## src/rtl/rv_instr_encoder_if.sv

```systemverilog
`default_nettype none
// ------------------------------------------------------------------
// rv_instr_encoder_if : field-bundle in / encoded-word out streams. Rev 1.0
// ------------------------------------------------------------------
interface rv_instr_encoder_if #(
  parameter int ADDR_W = 14
);
  logic              in_valid;
  logic              in_ready;
  logic [6:0]        opcode;
  logic [2:0]        funct3;
  logic [4:0]        rd;
  logic [4:0]        rs1;
  logic [4:0]        rs2;
  logic [6:0]        funct7;
  logic [31:0]       imm;
  logic              out_valid;
  logic              out_ready;
  logic [31:0]       out_instr;
  logic [ADDR_W-1:0] out_addr;

  modport master (
    output in_valid, opcode, funct3, rd, rs1, rs2, funct7, imm, out_ready,
    input  in_ready, out_valid, out_instr, out_addr
  );

  modport slave (
    input  in_valid, opcode, funct3, rd, rs1, rs2, funct7, imm, out_ready,
    output in_ready, out_valid, out_instr, out_addr
  );
endinterface
`default_nettype wire

```

## src/rtl/rv_instr_encoder.sv

```systemverilog
`default_nettype none
// ------------------------------------------------------------------
// rv_instr_encoder : RV32I field packer with word FIFO and IMEM address. Rev 1.0
// ------------------------------------------------------------------
module rv_instr_encoder #(
  parameter int DEPTH     = 4,
  parameter int ADDR_W    = 14,
  parameter int BASE_ADDR = 0
) (
  input  wire                clk,
  input  wire                rst,
  rv_instr_encoder_if.slave  bus,
  input  wire                addr_load,
  input  wire [ADDR_W-1:0]   addr_load_val,
  output logic               err,
  input  wire                err_clr
);
  localparam int AW = $clog2(DEPTH);

  localparam logic [6:0] c_op_lui    = 7'b0110111;
  localparam logic [6:0] c_op_auipc  = 7'b0010111;
  localparam logic [6:0] c_op_jal    = 7'b1101111;
  localparam logic [6:0] c_op_jalr   = 7'b1100111;
  localparam logic [6:0] c_op_branch = 7'b1100011;
  localparam logic [6:0] c_op_load   = 7'b0000011;
  localparam logic [6:0] c_op_store  = 7'b0100011;
  localparam logic [6:0] c_op_itype  = 7'b0010011;
  localparam logic [6:0] c_op_rtype  = 7'b0110011;
  localparam logic [6:0] c_op_csr    = 7'b1110011;

  localparam logic [AW:0]       c_ptr_one  = 1;
  localparam logic [ADDR_W-1:0] c_addr_one = 1;
  localparam logic [ADDR_W-1:0] c_base     = ADDR_W'(BASE_ADDR);

  logic [31:0] w_imm;
  logic [6:0]  w_opc;
  logic [31:0] w_word;
  logic        w_legal;
  logic        w_full;
  logic        w_empty;
  logic        w_accept;
  logic        w_push;
  logic        w_pop;

  logic [31:0]       r_mem [DEPTH];
  logic [AW:0]       r_wptr;
  logic [AW:0]       r_rptr;
  logic [ADDR_W-1:0] r_addr;
  logic              r_err;

  assign w_imm = bus.imm;
  assign w_opc = bus.opcode;

  // Each immediate must equal its encoded field sign-extended back to 32 bits.
  always_comb begin
    w_word  = '0;
    w_legal = 1'b0;
    case (w_opc)
      c_op_lui, c_op_auipc: begin
        w_word  = {w_imm[31:12], bus.rd, w_opc};
        w_legal = (w_imm[11:0] == 12'h000);
      end
      c_op_jal: begin
        w_word  = {w_imm[20], w_imm[10:1], w_imm[11], w_imm[19:12], bus.rd, w_opc};
        w_legal = !w_imm[0] && (w_imm[31:21] == {11{w_imm[20]}});
      end
      c_op_branch: begin
        w_word  = {w_imm[12], w_imm[10:5], bus.rs2, bus.rs1, bus.funct3,
                   w_imm[4:1], w_imm[11], w_opc};
        w_legal = !w_imm[0] && (w_imm[31:13] == {19{w_imm[12]}});
      end
      c_op_store: begin
        w_word  = {w_imm[11:5], bus.rs2, bus.rs1, bus.funct3, w_imm[4:0], w_opc};
        w_legal = (w_imm[31:12] == {20{w_imm[11]}});
      end
      c_op_jalr, c_op_load: begin
        w_word  = {w_imm[11:0], bus.rs1, bus.funct3, bus.rd, w_opc};
        w_legal = (w_imm[31:12] == {20{w_imm[11]}});
      end
      c_op_itype: begin
        if (bus.funct3[1:0] == 2'b01) begin
          w_word  = {bus.funct7, w_imm[4:0], bus.rs1, bus.funct3, bus.rd, w_opc};
          w_legal = (w_imm[31:5] == 27'h0);
        end else begin
          w_word  = {w_imm[11:0], bus.rs1, bus.funct3, bus.rd, w_opc};
          w_legal = (w_imm[31:12] == {20{w_imm[11]}});
        end
      end
      c_op_rtype: begin
        w_word  = {bus.funct7, bus.rs2, bus.rs1, bus.funct3, bus.rd, w_opc};
        w_legal = 1'b1;
      end
      c_op_csr: begin
        if (bus.funct3[2]) begin
          w_word  = {bus.funct7, bus.rs2, w_imm[4:0], bus.funct3, bus.rd, w_opc};
          w_legal = (w_imm[31:5] == 27'h0);
        end else begin
          w_word  = {bus.funct7, bus.rs2, bus.rs1, bus.funct3, bus.rd, w_opc};
          w_legal = 1'b1;
        end
      end
      default: begin
        w_word  = '0;
        w_legal = 1'b0;
      end
    endcase
  end

  assign w_empty  = (r_wptr == r_rptr);
  assign w_full   = (r_wptr[AW] != r_rptr[AW]) && (r_wptr[AW-1:0] == r_rptr[AW-1:0]);
  // Illegal bundles still complete the handshake; they just never reach the FIFO.
  assign w_accept = bus.in_valid && !w_full;
  assign w_push   = w_accept && w_legal;
  assign w_pop    = !w_empty && bus.out_ready;

  always_ff @(posedge clk) begin
    if (w_push) begin
      r_mem[r_wptr[AW-1:0]] <= w_word;
    end
  end

  always_ff @(posedge clk or posedge rst) begin
    if (rst) begin
      r_wptr <= '0;
      r_rptr <= '0;
      r_addr <= c_base;
      r_err  <= 1'b0;
    end else begin
      if (w_push) begin
        r_wptr <= r_wptr + c_ptr_one;
      end
      if (w_pop) begin
        r_rptr <= r_rptr + c_ptr_one;
      end
      if (addr_load) begin
        r_addr <= addr_load_val;
      end else if (w_pop) begin
        r_addr <= r_addr + c_addr_one;
      end
      if (w_accept && !w_legal) begin
        r_err <= 1'b1;
      end else if (err_clr) begin
        r_err <= 1'b0;
      end
    end
  end

  assign bus.in_ready  = !w_full;
  assign bus.out_valid = !w_empty;
  assign bus.out_instr = w_empty ? 32'h0 : r_mem[r_rptr[AW-1:0]];
  assign bus.out_addr  = r_addr;
  assign err           = r_err;

endmodule
`default_nettype wire

```

## src/flat_wrapper.sv

```systemverilog
// flat-port wrapper written by rule: the top's interface ports become plain ports
module rv_instr_encoder_flat 
#(
  parameter int DEPTH     = 4,
  parameter int ADDR_W    = 14,
  parameter int BASE_ADDR = 0
)
  (clk, rst, addr_load, addr_load_val, err, err_clr, bus_in_valid, bus_opcode, bus_funct3, bus_rd, bus_rs1, bus_rs2, bus_funct7, bus_imm, bus_out_ready, bus_in_ready, bus_out_valid, bus_out_instr, bus_out_addr);
  rv_instr_encoder_if #(.ADDR_W(ADDR_W)) bus_i ();
  input  wire clk;
  input  wire rst;
  input  wire addr_load;
  input  wire [ADDR_W-1:0] addr_load_val;
  output logic err;
  input  wire err_clr;
  input wire logic [$bits(bus_i.in_valid)-1:0] bus_in_valid;
  input wire logic [$bits(bus_i.opcode)-1:0] bus_opcode;
  input wire logic [$bits(bus_i.funct3)-1:0] bus_funct3;
  input wire logic [$bits(bus_i.rd)-1:0] bus_rd;
  input wire logic [$bits(bus_i.rs1)-1:0] bus_rs1;
  input wire logic [$bits(bus_i.rs2)-1:0] bus_rs2;
  input wire logic [$bits(bus_i.funct7)-1:0] bus_funct7;
  input wire logic [$bits(bus_i.imm)-1:0] bus_imm;
  input wire logic [$bits(bus_i.out_ready)-1:0] bus_out_ready;
  output wire logic [$bits(bus_i.in_ready)-1:0] bus_in_ready;
  output wire logic [$bits(bus_i.out_valid)-1:0] bus_out_valid;
  output wire logic [$bits(bus_i.out_instr)-1:0] bus_out_instr;
  output wire logic [$bits(bus_i.out_addr)-1:0] bus_out_addr;
  assign bus_i.in_valid = bus_in_valid;
  assign bus_i.opcode = bus_opcode;
  assign bus_i.funct3 = bus_funct3;
  assign bus_i.rd = bus_rd;
  assign bus_i.rs1 = bus_rs1;
  assign bus_i.rs2 = bus_rs2;
  assign bus_i.funct7 = bus_funct7;
  assign bus_i.imm = bus_imm;
  assign bus_i.out_ready = bus_out_ready;
  assign bus_in_ready = bus_i.in_ready;
  assign bus_out_valid = bus_i.out_valid;
  assign bus_out_instr = bus_i.out_instr;
  assign bus_out_addr = bus_i.out_addr;
  rv_instr_encoder #(.DEPTH(DEPTH), .ADDR_W(ADDR_W), .BASE_ADDR(BASE_ADDR)) u_core (.clk(clk), .rst(rst), .bus(bus_i), .addr_load(addr_load), .addr_load_val(addr_load_val), .err(err), .err_clr(err_clr));
endmodule
```

## config.mk

```make
export PLATFORM = sky130hd
export DESIGN_NAME = rv_instr_encoder_flat
export DESIGN_NICKNAME = d
export VERILOG_FILES = /design/src/rtl/rv_instr_encoder_if.sv /design/src/rtl/rv_instr_encoder.sv /design/src/flat_wrapper.sv
export SDC_FILE = /design/constraint.sdc
export NUM_CORES = 1
export LEC_CHECK = 0
export BUFFER_PORTS_ARGS = -buffer_cell sky130_fd_sc_hd__clkbuf_2
export CORE_ASPECT_RATIO = 1.2
export CORE_UTILIZATION = 55
export DETAILED_ROUTE_END_ITERATION = 8
export PLACE_DENSITY_LB_ADDON = 0.1
export SYNTH_ARGS = -nofsm -noshare
export SYNTH_HDL_FRONTEND = slang
export SYNTH_SLANG_ARGS = --single-unit
export TNS_END_PERCENT = 1
```

## constraint.sdc

```tcl
create_clock -name clk -period 4.2 [get_ports clk]
set_clock_uncertainty 0.2 [all_clocks]
set_input_delay 0.84 -clock clk [delete_from_list [all_inputs] [get_ports clk]]
set_output_delay 0.84 -clock clk [all_outputs]
set_load 0.01 [all_outputs]
```

# --- After elaboration in Yosys (flattened, before gate mapping) ---
# Memory sizes are Yosys's and may differ from the RTL's.
# Index checks and enable logic that the tools add are counted.
word_totals:
  ff_bits: 21
  ramBits: 128
  in_bits: 84
  output_inout_bits: 49
  word_cells: 56
  memories: 1
memory_table:
  columns: ["name", "words", "word_bits", "rd", "rd_ports_with_merged_regs", "write_ports", "line", "text"]
  rows:
  - ["u_core.r_mem", 4, 32, 1, 0, 1, "rv_instr_encoder.sv:45", "logic [31:0] r_mem [DEPTH];"]
op_classes:
  add_sub_neg: 3
  n_eq_ne: 17
  n_mux: 13
  reduce_logical: 18
ops:
  columns: ["op", "n"]
  rows:
  - ["32-bit case mux with 8 select lines", 1]
  - ["32-bit two-way mux", 2]
  - ["7-bit == test, second input constant", 4]
  - ["14-bit two-way mux", 2]
  - ["27-bit logical NOT", 1]
  - ["7-bit by 6-bit == test with 1-bit output, second input constant", 3]
  - ["20-bit == test", 1]
  - ["20-bit two-way mux", 1]
  - ["19-bit == test", 1]
  - ["14-bit by 1-bit adder with 14-bit output, second input constant", 1]
  - ["7-bit by 5-bit == test with 1-bit output, second input constant", 2]
  - ["12-bit logical NOT", 1]
  - ["11-bit == test", 1]
  - ["7-bit by 2-bit == test with 1-bit output, second input constant", 1]
  - ["1-bit logical AND", 7]
  - ["1-bit case mux with 7 select lines", 1]
  - ["3-bit by 1-bit adder with 3-bit output, second input constant", 2]
  - ["1-bit two-way mux", 6]
  - ["1-bit logical NOT", 4]
  - ["2-bit nonzero test", 2]
  - ["2-bit OR reduction", 2]
  - ["3-bit == test", 1]
  - ["3-bit OR reduction", 1]
  - ["2-bit by 1-bit == test with 1-bit output, second input constant", 1]
  - ["other kinds (2)", 2]

# --- Depth between registers and ports, before layout ---
# Gate-level depths: netlist of run 1.
depth:
  word_depth: 7
  mapped_depth: 9
  ltp_nobuf: 8

# --- Worst setup path after synthesis of run 1 ---
# Ideal clock, no wire load.
synth_timing:
  path_type: "input to register"
  from: "input bus_opcode[6]"
  to: "memory u_core.r_mem[1][0], enable pin"
  setup_time_ns: 0.421
  t_arrival_ns: 3.397
  t_required_ns: 3.579
  path_slack_ns: 0.182
  path_stages: 6
  n_path_buf: 0
  path_cell_list: "or4b_1 > a211o_1 > nor4_2 > or3_4 > o21ai_4 > nor2_1"
synth_between:
  elab_chain_len: 6
  elab_cells_between_ends: 16
  classes_between: "eq/ne: 10; mux: 3; reduce/logical: 3"
synth_lines:
  columns: ["item", "line", "text"]
  rows:
  - ["start: declaration", "flat_wrapper.sv:17", "input wire logic [$bits(bus_i.opcode)-1:0] bus_opcode;"]
  - ["7-bit by 6-bit == test with 1-bit output, or another cell as far along", "rv_instr_encoder.sv:58", "case (w_opc)"]
  - ["3-bit OR reduction (no source line) / 2-bit OR reduction (equally long branches)", null, null]
  - ["1-bit case mux with 7 select lines (*)", "rv_instr_encoder.sv:58", null]
  - ["1-bit logical AND (*)", "rv_instr_encoder.sv:113", "assign w_push = w_accept && w_legal;"]
  - ["1-bit two-way mux (*)", "rv_instr_encoder.sv:117", "if (w_push) begin"]
  - ["1-bit two-way mux (implied by the code) (*)", "rv_instr_encoder.sv:118", "r_mem[r_wptr[AW-1:0]] <= w_word;"]
  - ["end: declaration", "rv_instr_encoder.sv:45", null]
# Mark *: on every way between the ends. The rest lies on a longest branch, timed or not.

# --- Worst setup path after layout of run 1 ---
layout_timing:
  from: "register u_core.r_rptr[0]"
  to: "output bus_out_instr[2]"
layout_between:
  elab_chain_len: 2
  elab_cells_between_ends: 3
  classes_between: "eq/ne: 1; mux: 1; memory: 1"
layout_lines:
  columns: ["item", "line", "text"]
  rows:
  - ["start: declaration", "rv_instr_encoder.sv:47", "logic [AW:0] r_rptr;"]
  - ["start signal: assignment", "rv_instr_encoder.sv:133", "r_rptr <= r_rptr + c_ptr_one;"]
  - ["memory 4 x 32 bit / 3-bit == test (equally long branches)", null, null]
  - ["32-bit two-way mux (*)", "rv_instr_encoder.sv:150", "assign bus.out_instr = w_empty ? 32'h0 : r_mem[r_rptr[AW-1:0]];"]
  - ["end: declaration", "flat_wrapper.sv:27", "output wire logic [$bits(bus_i.out_instr)-1:0] bus_out_instr;"]
# Marked as above.

==> out/metrics.yaml, run 1 <==
status: "finished, final reports clean"
cts_tree: "built"
cp-end-kind: "output port"
rows: 44
holdBufCountCts: 0
crit_type: "register to output port"
synthArstFlopShare: 0.1409
die_y_um: 125.5
cts_sinks: 149
syn_area_per_cell_sq_um: 14.54
drt_wl_total_um: 16720
hold_class: "register to register"
path_max_fanout: 20
gp_congestion: 0.9339
overflow: 0
num_vias: 4799
nNetsFinal: 713
hold_start: "u_core.r_rptr[2]$_DFFE_PP0P_"
tns_ns: 0
num-fill-cells: 899
pre_cts_ws_ns: 0.6641
root_buffer: "clkbuf_16"
coreArea_sq_um: 12220
r2r_start: "u_core.r_rptr[1]$_DFFE_PP0P_"
synth_nets: 572
drtAntennaViolNets: 0
drt-pass1-iter-count: 6
fin_crit_ns: 3.332
numCtsBuffers: 17
syn2layout_area_growth_pct: 21.01
vias_per_cell: 6.029
post-route-period-util: 0.7934
synth-seq-area-share: 0.6248
ctsLongestPathBuffers: 2
cap_violations: 0
finalHoldViolCount: 0
finalSetupViolations: 0
critPathMaxStageDelay_ns: 0.72
cts_setup_buffers: 0
whs_ns: 0.3297
rsz0062_at_grt: "false"
htreeDepth: 4
leakagePower_nw: 3.289
cpLargestDelayFamily: "flip-flops"
drc_errors: 0
wl_per_cell_um: 21.00
arrival_ns: 2.29
setup_ws_ns: 0.8676
synth_seq_cells: 149
ioPinCount: 133
antenna_found_initial: 0
grt_max_degree: 33
clk-insertion-delay-late_ns: 0.41
power-per-cell-area_nw_per_um2: 532.6
grtUsageTotal: 0.2668
synth_ff_type: "edfxtp_1"
dp_hpwl_um: 11920
critPathLaunchType: "register"
worstPathCellList: "buf_12 -> mux4_2 -> nor2b_1 -> clkbuf_2"
cp-startpoint: "u_core.r_rptr[0]$_DFFE_PP0P_"
layout-drive-gt1-share: 0.3559
cp_slowest_cell: "dfrtp_2"
crit_required_ns: 3.16
netlist_instances: 481
ys_types: 59
clk_pin_slew_ns: 0.06
slew-limit-headroom: 0.4489
max-vdd-ir-drop_v: 0.0003881
io_buffers: 132
max_freq_mhz: 300.1
worst-path-buf-inv: 2
worstMarginPinSlew_ns: 0.8257
slew_viol_final: 0
diodes: 0
start_util: 0.5722
synth-edff-count: 128
die_w_um: 104.9
synthesis.area_sq_um: 6993
grt_pass1_vias: 4733
ys_warn_count: 0
cts_resized: 0
grt_pass1_wl_um: 26030
drt_iter0_drc: 439
dieArea_sq_um: 13170
flip-flops by register name (all words and copies together) (netlist names):
signal               flops
u_core.r_mem           128
u_core.bus.out_addr     14
u_core.r_rptr            3
u_core.r_wptr            3
u_core.err               1
cells by family after synthesis:
kind of cell | synth area share
flip-flops | 0.6248
AND/OR/NAND/NOR | 0.1217
AO/OA/AOI/OAI | 0.07801
XOR/XNOR | 0.02827
multiplexers | 0.1082
buffers and inverters | 0.02648
adder cells (fa/ha/maj) | 0.01252
synthesized netlist by cell type, types with 9 or more instances:
master	count	area, sq um
clkbuf_1	10	37.54
edfxtp_1	128	3844
nor3_1	9	45.04
mux4_2	32	720.7
dfrtp_1	21	525.5
nor2_1	17	63.81
inv_1	25	93.84
a22o_1	13	113.9
a222oi_1	12	120.1
xor2_1	10	87.58
nand3_1	15	75.07
nand2_1	39	146.4
o21ai_0	16	80.08
nor2b_1	35	219.0
worst paths after layout:
kind,to,slack (ns),cells after the start
max,bus_out_instr[2],0.87,4
min,u_core.r_rptr[2]$_DFFE_PP0P_,0.33,1
min in group asynchronous,u_core.bus.out_addr[5]$_DFFE_PP0P_,0.36,2
max reg2reg,u_core.r_mem[1][12]$_DFFE_PP_,1.50,8
min reg2reg,u_core.r_rptr[2]$_DFFE_PP0P_,0.33,1
max in group asynchronous,u_core.r_rptr[0]$_DFFE_PP0P_,2.87,2
worst register-to-register path: stages, from the launching register on:
cell and delay (ns):
dfrtp_1 0.52, buf_4 0.27, xor2_2 0.25, nor2_1 0.08, nand2_1 0.10, and2_2 0.21, o21ai_4 0.11, nor2_2 0.37
buf_12 0.27
area by class of cell:
| class | instances | area (sq um) | share of cell area |
|---|---|---|---|
| flip-flops and latches | 149 | 4370 | 0.5165 |
| repair buffers | 142 | 773.2 | 0.09138 |
| well taps | 161 | 201.4 | 0.02381 |
| clock inverters | 15 | 146.4 | 0.01730 |
| clock buffers | 17 | 425.4 | 0.05027 |
| multi-input cells | 287 | 2451 | 0.2897 |
| inverters | 25 | 93.84 | 0.01109 |
per-stage QoR:
stage | total power, W | util | instance area (sq um) | instances
2_1_floorplan | 0.002608 | - | 6993 | 481
3_3_place_gp | 0.003093 | 0.6456 | 7890 | 764
3_5_place_dp | 0.003107 | 0.6456 | 7890 | 764
4_1_cts | 0.004547 | 0.6924 | 8462 | 796
5_1_grt | 0.004706 | 0.6924 | 8462 | 796
6_report | 0.004507 | 0.6924 | 8462 | 796
cells in the final DEF (no fill, tap or decap), drive strengths merged, types with 2 or more instances in the layout:
| master | count |
|---|---|
| nor3 | 9 |
| and3 | 4 |
| a22o | 13 |
| a32o | 2 |
| nand4 | 5 |
| a222oi | 12 |
| xnor2 | 7 |
| a21o | 4 |
| nand2b | 4 |
| a221oi | 2 |
| o211ai | 2 |
| o21ai | 20 |
| nand2 | 39 |
| nand3b | 3 |
| xor2 | 13 |
| mux2 | 2 |
| nor2 | 18 |
| clkbuf | 149 |
| buf | 10 |
| dfrtp | 21 |
| o31ai | 2 |
| edfxtp | 128 |
| inv | 30 |
| ha | 7 |
| mux4 | 32 |
| nor4 | 8 |
| nand3 | 15 |
| a21oi | 8 |
| and4 | 3 |
| or4b | 2 |
| clkinv | 8 |
| or3 | 3 |
| nor2b | 35 |
where the power goes:
part           total [W]  switching (W)  leakage [nW]  internal (W)
clock network    0.00144       0.000613         0.277      0.000829
registers        0.00173      0.0000948          1.42       0.00164
logic            0.00133       0.000682          1.59      0.000651
total            0.00451        0.00139          3.29       0.00312
per-layer routing:
metal	global-route usage	vias to the layer above	share of wire
li1	-	2152	-
met1	0.3587	2370	0.41
met2	0.4406	239	0.50
met3	0.04692	38	0.064
met4	0.09611	0	0.024
met5	0	-	0
(Power assumes the default switching activity.)
==> run 2, diff against run 1 <==
- clock period: 4.2 -> 3.2 ns (I/O delays scaled with it)
==> run 2 against run 1 <==
Against the previous run: register-to-register slack worse by 0.75 ns; critical path depth is 1 higher; flip-flop and latch count stayed put; sequential power is 29% higher; via count is 0.77% lower; clock-buffer cell count is 1 higher; core utilization is 0.86 points higher; sequential share of layout area is 0.63 points lower; worst setup slack worse by 0.67 ns; total power is 30% higher; critical endpoint is now bus_out_instr[6]; largest power group unchanged.
==> out/metrics.yaml, run 2 (synthesis results as in run 1) <==
path_max_fanout: 19  # was 20
start_util: 0.5722  # unchanged
layout-drive-gt1-share: 0.3679  # was 0.3559
nNetsFinal: 726  # was 713
rows: 44  # unchanged
holdBufCountCts: 0  # unchanged
crit_required_ns: 2.36  # was 3.16 ns
leakagePower_nw: 3.344  # was 3.289 nW
cp-startpoint: "u_core.r_rptr[1]$_DFFE_PP0P_"  # was u_core.r_rptr[0]$_DFFE_PP0P_
critPathLaunchType: "register"  # unchanged
clk_pin_slew_ns: 0.06  # about the same
gp_congestion: 0.9532  # was 0.9339
hold_class: "input port to async pin"  # was register to register
grt_util_met3: 0.05683  # was 0.04692
post-route-period-util: 0.9382
slew_viol_final: 0  # unchanged
drt_wl_total_um: 16060  # was 16,720 um
vias_per_cell: 5.894  # was 6.029
antenna_found_initial: 0  # unchanged
htreeDepth: 4  # unchanged
wl_per_cell_um: 19.88  # was 21.00 um
grt_util_met2: 0.4309  # was 0.4406
r2r_start: "u_core.r_rptr[1]$_DFFE_PP0P_"  # unchanged
grt_pass1_wl_um: 25470  # was 26,030 um
finalHoldViolCount: 0  # unchanged
drt-pass1-iter-count: 8  # was 6
pre_cts_ws_ns: 0.1115  # was 0.6641 ns
status: "finished, final reports clean"  # unchanged
clk-insertion-delay-late_ns: 0.41  # about the same
num-fill-cells: 892  # was 899
cts_tree: "built"  # unchanged
dp_hpwl_um: 11720  # was 11,920 um
overflow: 0  # unchanged
drtAntennaViolNets: 0  # unchanged
max_freq_mhz: 333.1
max-vdd-ir-drop_v: 0.0004169  # was 0.0003881 V
numCtsBuffers: 17  # unchanged
fin_crit_ns: 3.002
ioPinCount: 133  # unchanged
grt_max_degree: 31  # was 33
setup_ws_ns: 0.1978  # was 0.8676 ns
top_usage_layer: "met2"  # unchanged
io_buffers: 132  # unchanged
tns_ns: 0  # unchanged
root_buffer: "clkbuf_16"  # unchanged
grt_pass1_vias: 4774  # was 4,733
cts_resized: 0  # unchanged
coreArea_sq_um: 12220  # unchanged
slew-limit-headroom: 0.4309  # was 0.4489
drc_errors: 0  # unchanged
syn2layout_area_growth_pct: 22.51  # was 21.01%
ctsLongestPathBuffers: 2  # unchanged
num_vias: 4762  # was 4,799
arrival_ns: 2.16  # was 2.29 ns
drt_iter0_drc: 544  # was 439
worstMarginPinSlew_ns: 0.8528  # was 0.8257 ns
grtUsageTotal: 0.2592  # was 0.2668
cts_setup_buffers: 0  # unchanged
dieArea_sq_um: 13170  # unchanged
die_y_um: 125.5  # unchanged
crit_type: "register to output port"  # unchanged
rsz0062_at_grt: "false"  # unchanged
cap_violations: 0  # unchanged
largest_reg_flops: 128  # unchanged
utilization: 0.7010  # was 0.6924
mostFrequentLayoutCells: "clkbuf_2 (132), edfxtp_1 (128), nand2_1 (39)"  # unchanged
grt.met1_usage: 0.3462  # was 0.3587
diodes: 0  # unchanged
finalSetupViolations: 0  # unchanged
die_w_um: 104.9  # unchanged
power-per-cell-area_nw_per_um2: 686.2  # was 532.6 nW/um^2
cp-end-kind: "output port"  # unchanged
layout_commonest_cell: "clkbuf_2"  # unchanged
cts_sinks: 149  # unchanged
==> run 2: per-stage QoR <==
| step | hold WS (ns) | instances | instance area [sq um] | power [W] |
|---|---|---|---|---|
| floorplan | 0.2955 | 481 | 7000 | 0.003425 |
| global placement | 0.3165 | 777 | 8013 | 0.004066 |
| detailed placement | 0.3139 | 777 | 8013 | 0.004090 |
| CTS | 0.1986 | 808 | 8567 | 0.005934 |
| global route | 0.2309 | 808 | 8567 | 0.006152 |
| finish | 0.1736 | 808 | 8567 | 0.005878 |
==> run 2: power breakdown <==
group / leakage (nW) / total [W] / switching [W] / internal [W]
Combinational: 1.67 / 0.00179 / 0.000919 / 0.000869
Clock: 0.258 / 0.00185 / 0.000773 / 0.00107
Sequential: 1.42 / 0.00224 / 0.0000929 / 0.00215
==> run 2: cell type report <==
class | instances | area, sq um | share of cell area
flip-flops and latches | 149 | 4370 | 0.5102
multi-input cells | 287 | 2451 | 0.2861
repair buffers | 155 | 895.9 | 0.1046
clock buffers | 18 | 429.2 | 0.05009
well taps | 161 | 201.4 | 0.02351
clock inverters | 13 | 125.1 | 0.01460
inverters | 25 | 93.84 | 0.01095
==> run 2: critical path, stage by stage, from the launching register on <==
cell      delay (ns)
dfrtp_1         0.67
xor2_2          0.30
nor3_2          0.09
buf_4           0.23
nor2b_1         0.26
clkbuf_2        0.19
==> run 2: per-layer routing <==
layer	share of wire	routed length [um]
met5	0	0
met4	0.018	294
met3	0.064	1032
met2	0.50	8070
met1	0.41	6661
==> run 2: path summary, 6_finish.rpt <==
check                                                     end  slack [ns]  depth (start not counted)
setup / recovery                             bus_out_instr[6]        0.20                          5
hold / removal                   u_core.r_rptr[1]$_DFFE_PP0P_        0.17                          2
setup reg to reg                 u_core.r_mem[1][6]$_DFFE_PP_        0.75                          7
hold reg to reg                  u_core.r_rptr[2]$_DFFE_PP0P_        0.32                          1
max in group asynchronous        u_core.r_rptr[0]$_DFFE_PP0P_        2.04                          2
min in group clk           u_core.bus.out_addr[4]$_DFFE_PP0P_        0.24                          3
==> run 3, diff against run 2 <==
- PLACE_DENSITY: default -> 0.79
- PLACE_DENSITY_LB_ADDON: 0.1 -> default
==> run 3 against run 2 <==
Against the previous run: final area grew 1.1%; worst hold slack gained 0.0045 ns; clock power is 16% higher; first-iteration DRC count shrank 13%; highest routed layer unchanged; non-clock buffer count stayed put; fmax grew 1.9%; flip-flop and latch count unchanged; register-to-register slack gained 0.05 ns; sequential share of layout area is 0.57 points lower.
==> out/metrics.yaml, run 3 (synthesis results as in run 1) <==
status: "finished, final reports clean"  # unchanged
num_vias: 4904  # was 4,762
slew_viol_final: 0  # unchanged
io_buffers: 132  # unchanged
diodes: 0  # unchanged
finalSetupViolations: 0  # unchanged
vias_per_cell: 6.062  # was 5.894
cts_setup_buffers: 0  # unchanged
cts_sinks: 149  # unchanged
syn2layout_area_growth_pct: 23.89  # was 22.51%
ctsLongestPathBuffers: 2  # unchanged
holdBufCountCts: 0  # unchanged
drt_iter0_drc: 473  # was 544
crit_type: "register to output port"  # unchanged
fin_crit_ns: 2.946  # was 3.002 ns
drt_wl_total_um: 17250  # was 16,060 um
drt-pass1-iter-count: 6  # was 8
grtUsageTotal: 0.2767  # was 0.2592
hold_class: "input port to async pin"  # unchanged
power_w: 0.006183  # was 0.005878 W
post-route-period-util: 0.9205  # was 0.9382
cts_tree: "built"  # unchanged
whs_ns: 0.1781  # was 0.1736 ns
overflow: 0  # unchanged
cap_violations: 0  # unchanged
nNetsFinal: 726  # unchanged
htreeDepth: 4  # unchanged
layout_commonest_cell: "clkbuf_2"  # unchanged
cp-end-kind: "output port"  # unchanged
clk_pin_slew_ns: 0.06  # about the same
rows: 44  # unchanged
rsz0062_at_grt: "false"  # unchanged
numCtsBuffers: 17  # unchanged
dp_cells: 777  # unchanged
power-per-cell-area_nw_per_um2: 713.7  # was 686.2 nW/um^2
max-vdd-ir-drop_v: 0.0004286  # was 0.0004169 V
layout-drive-gt1-share: 0.3673  # was 0.3679
r2r_start: "u_core.r_rptr[1]$_DFFE_PP0P_"  # unchanged
tns_ns: 0  # unchanged
grt_pass1_wl_um: 26940  # was 25,470 um
wl_per_cell_um: 21.33  # was 19.88 um
die_y_um: 125.5  # unchanged
critPathLaunchType: "register"  # unchanged
drtAntennaViolNets: 0  # unchanged
antenna_found_initial: 0  # unchanged
mostFrequentLayoutCells: "clkbuf_2 (132), edfxtp_1 (128), nand2_1 (39)"  # unchanged
arrival_ns: 2.11  # was 2.16 ns
fin_cells: 809  # was 808
largest_reg_flops: 128  # unchanged
ioPinCount: 133  # unchanged
worstMarginPinSlew_ns: 0.8611  # was 0.8528 ns
dieArea_sq_um: 13170  # unchanged
die_w_um: 104.9  # unchanged
slew-limit-headroom: 0.4253  # was 0.4309
grt_pass1_vias: 4995  # was 4,774
grt_max_degree: 28  # was 31
crit_required_ns: 2.36  # about the same
root_buffer: "clkbuf_16"  # unchanged
cp-startpoint: "u_core.r_rptr[0]$_DFFE_PP0P_"  # was u_core.r_rptr[1]$_DFFE_PP0P_
max_freq_mhz: 339.5  # was 333.1 MHz
finalHoldViolCount: 0  # unchanged
clk-insertion-delay-late_ns: 0.42  # was 0.41 ns
cts_resized: 0  # unchanged
path_max_fanout: 22  # was 19
coreArea_sq_um: 12220  # unchanged
dp_hpwl_um: 12330  # was 11,720 um
utilization: 0.7088  # was 0.7010
drc_errors: 0  # unchanged
gp_congestion: 0.9294  # was 0.9532
start_util: 0.5722  # unchanged
leakagePower_nw: 3.393  # was 3.344 nW
==> run 3: cell types whose count changed in the layout (fill, tap and decap cells not counted) <==
cell / change
bufinv_16: +4
clkinv_2: +2
inv_6: -4
buf_12: +1
buf_4: -1
clkinvlp_4: -2
clkbuf_1: +1
==> run 3: layout make-up <==
| type | instances | area, sq um |
|---|---|---|
| sequential | 149 | 4370 |
| fill | 844 | 3558 |
| multi-input combinational | 287 | 2451 |
| timing repair buffer | 155 | 908.4 |
| clock buffer | 19 | 432.9 |
| clock inverter | 13 | 205.2 |
| tap | 161 | 201.4 |
| inverter | 25 | 93.84 |
==> run 3: worst paths after layout <==
path | end | slack (ns) | cells after the start
worst min register to register | u_core.r_rptr[2]$_DFFE_PP0P_ | 0.34 | 1
worst max register to register | u_core.bus.out_addr[13]$_DFFE_PP0P_ | 0.80 | 6
min in group clk | u_core.bus.out_addr[5]$_DFFE_PP0P_ | 0.23 | 3
worst max-delay path | bus_out_instr[3] | 0.25 | 4
max in group asynchronous | u_core.r_rptr[0]$_DFFE_PP0P_ | 2.03 | 2
worst min-delay path | u_core.bus.out_addr[12]$_DFFE_PP0P_ | 0.18 | 2
==> run 3: power breakdown <==
| group | leakage, nW | internal, W | switching, W | total (W) |
|---|---|---|---|---|
| Sequential | 1.42 | 0.00215 | 0.000111 | 0.00226 |
| Combinational | 1.67 | 0.000866 | 0.000916 | 0.00178 |
| Clock | 0.305 | 0.00138 | 0.000758 | 0.00214 |
| Total | 3.39 | 0.00440 | 0.00178 | 0.00618 |
==> run 3: critical path, cell delays in order, from the launching register on <==
cell	delay, ns
dfrtp_2	0.56
buf_12	0.26
mux4_2	0.54
nor2b_1	0.17
clkbuf_2	0.14
==> run 3: metrics by stage <==
stage	instance area (sq um)	setup WS (ns)
finish	8663	0.2544
global route	8663	0.1663
CTS	8663	0.2207
detailed placement	8025	0.06877
global placement	8025	0.1163
floorplan	7000	-0.09132
==> run 3: metal layers <==
metal	vias to the layer above	GRT usage	share of wire
met2	269	0.4597	0.50
met4	0	0.1367	0.036
li1	2174	-	-
met3	54	0.05839	0.074
met1	2407	0.3463	0.39
met5	-	0	0
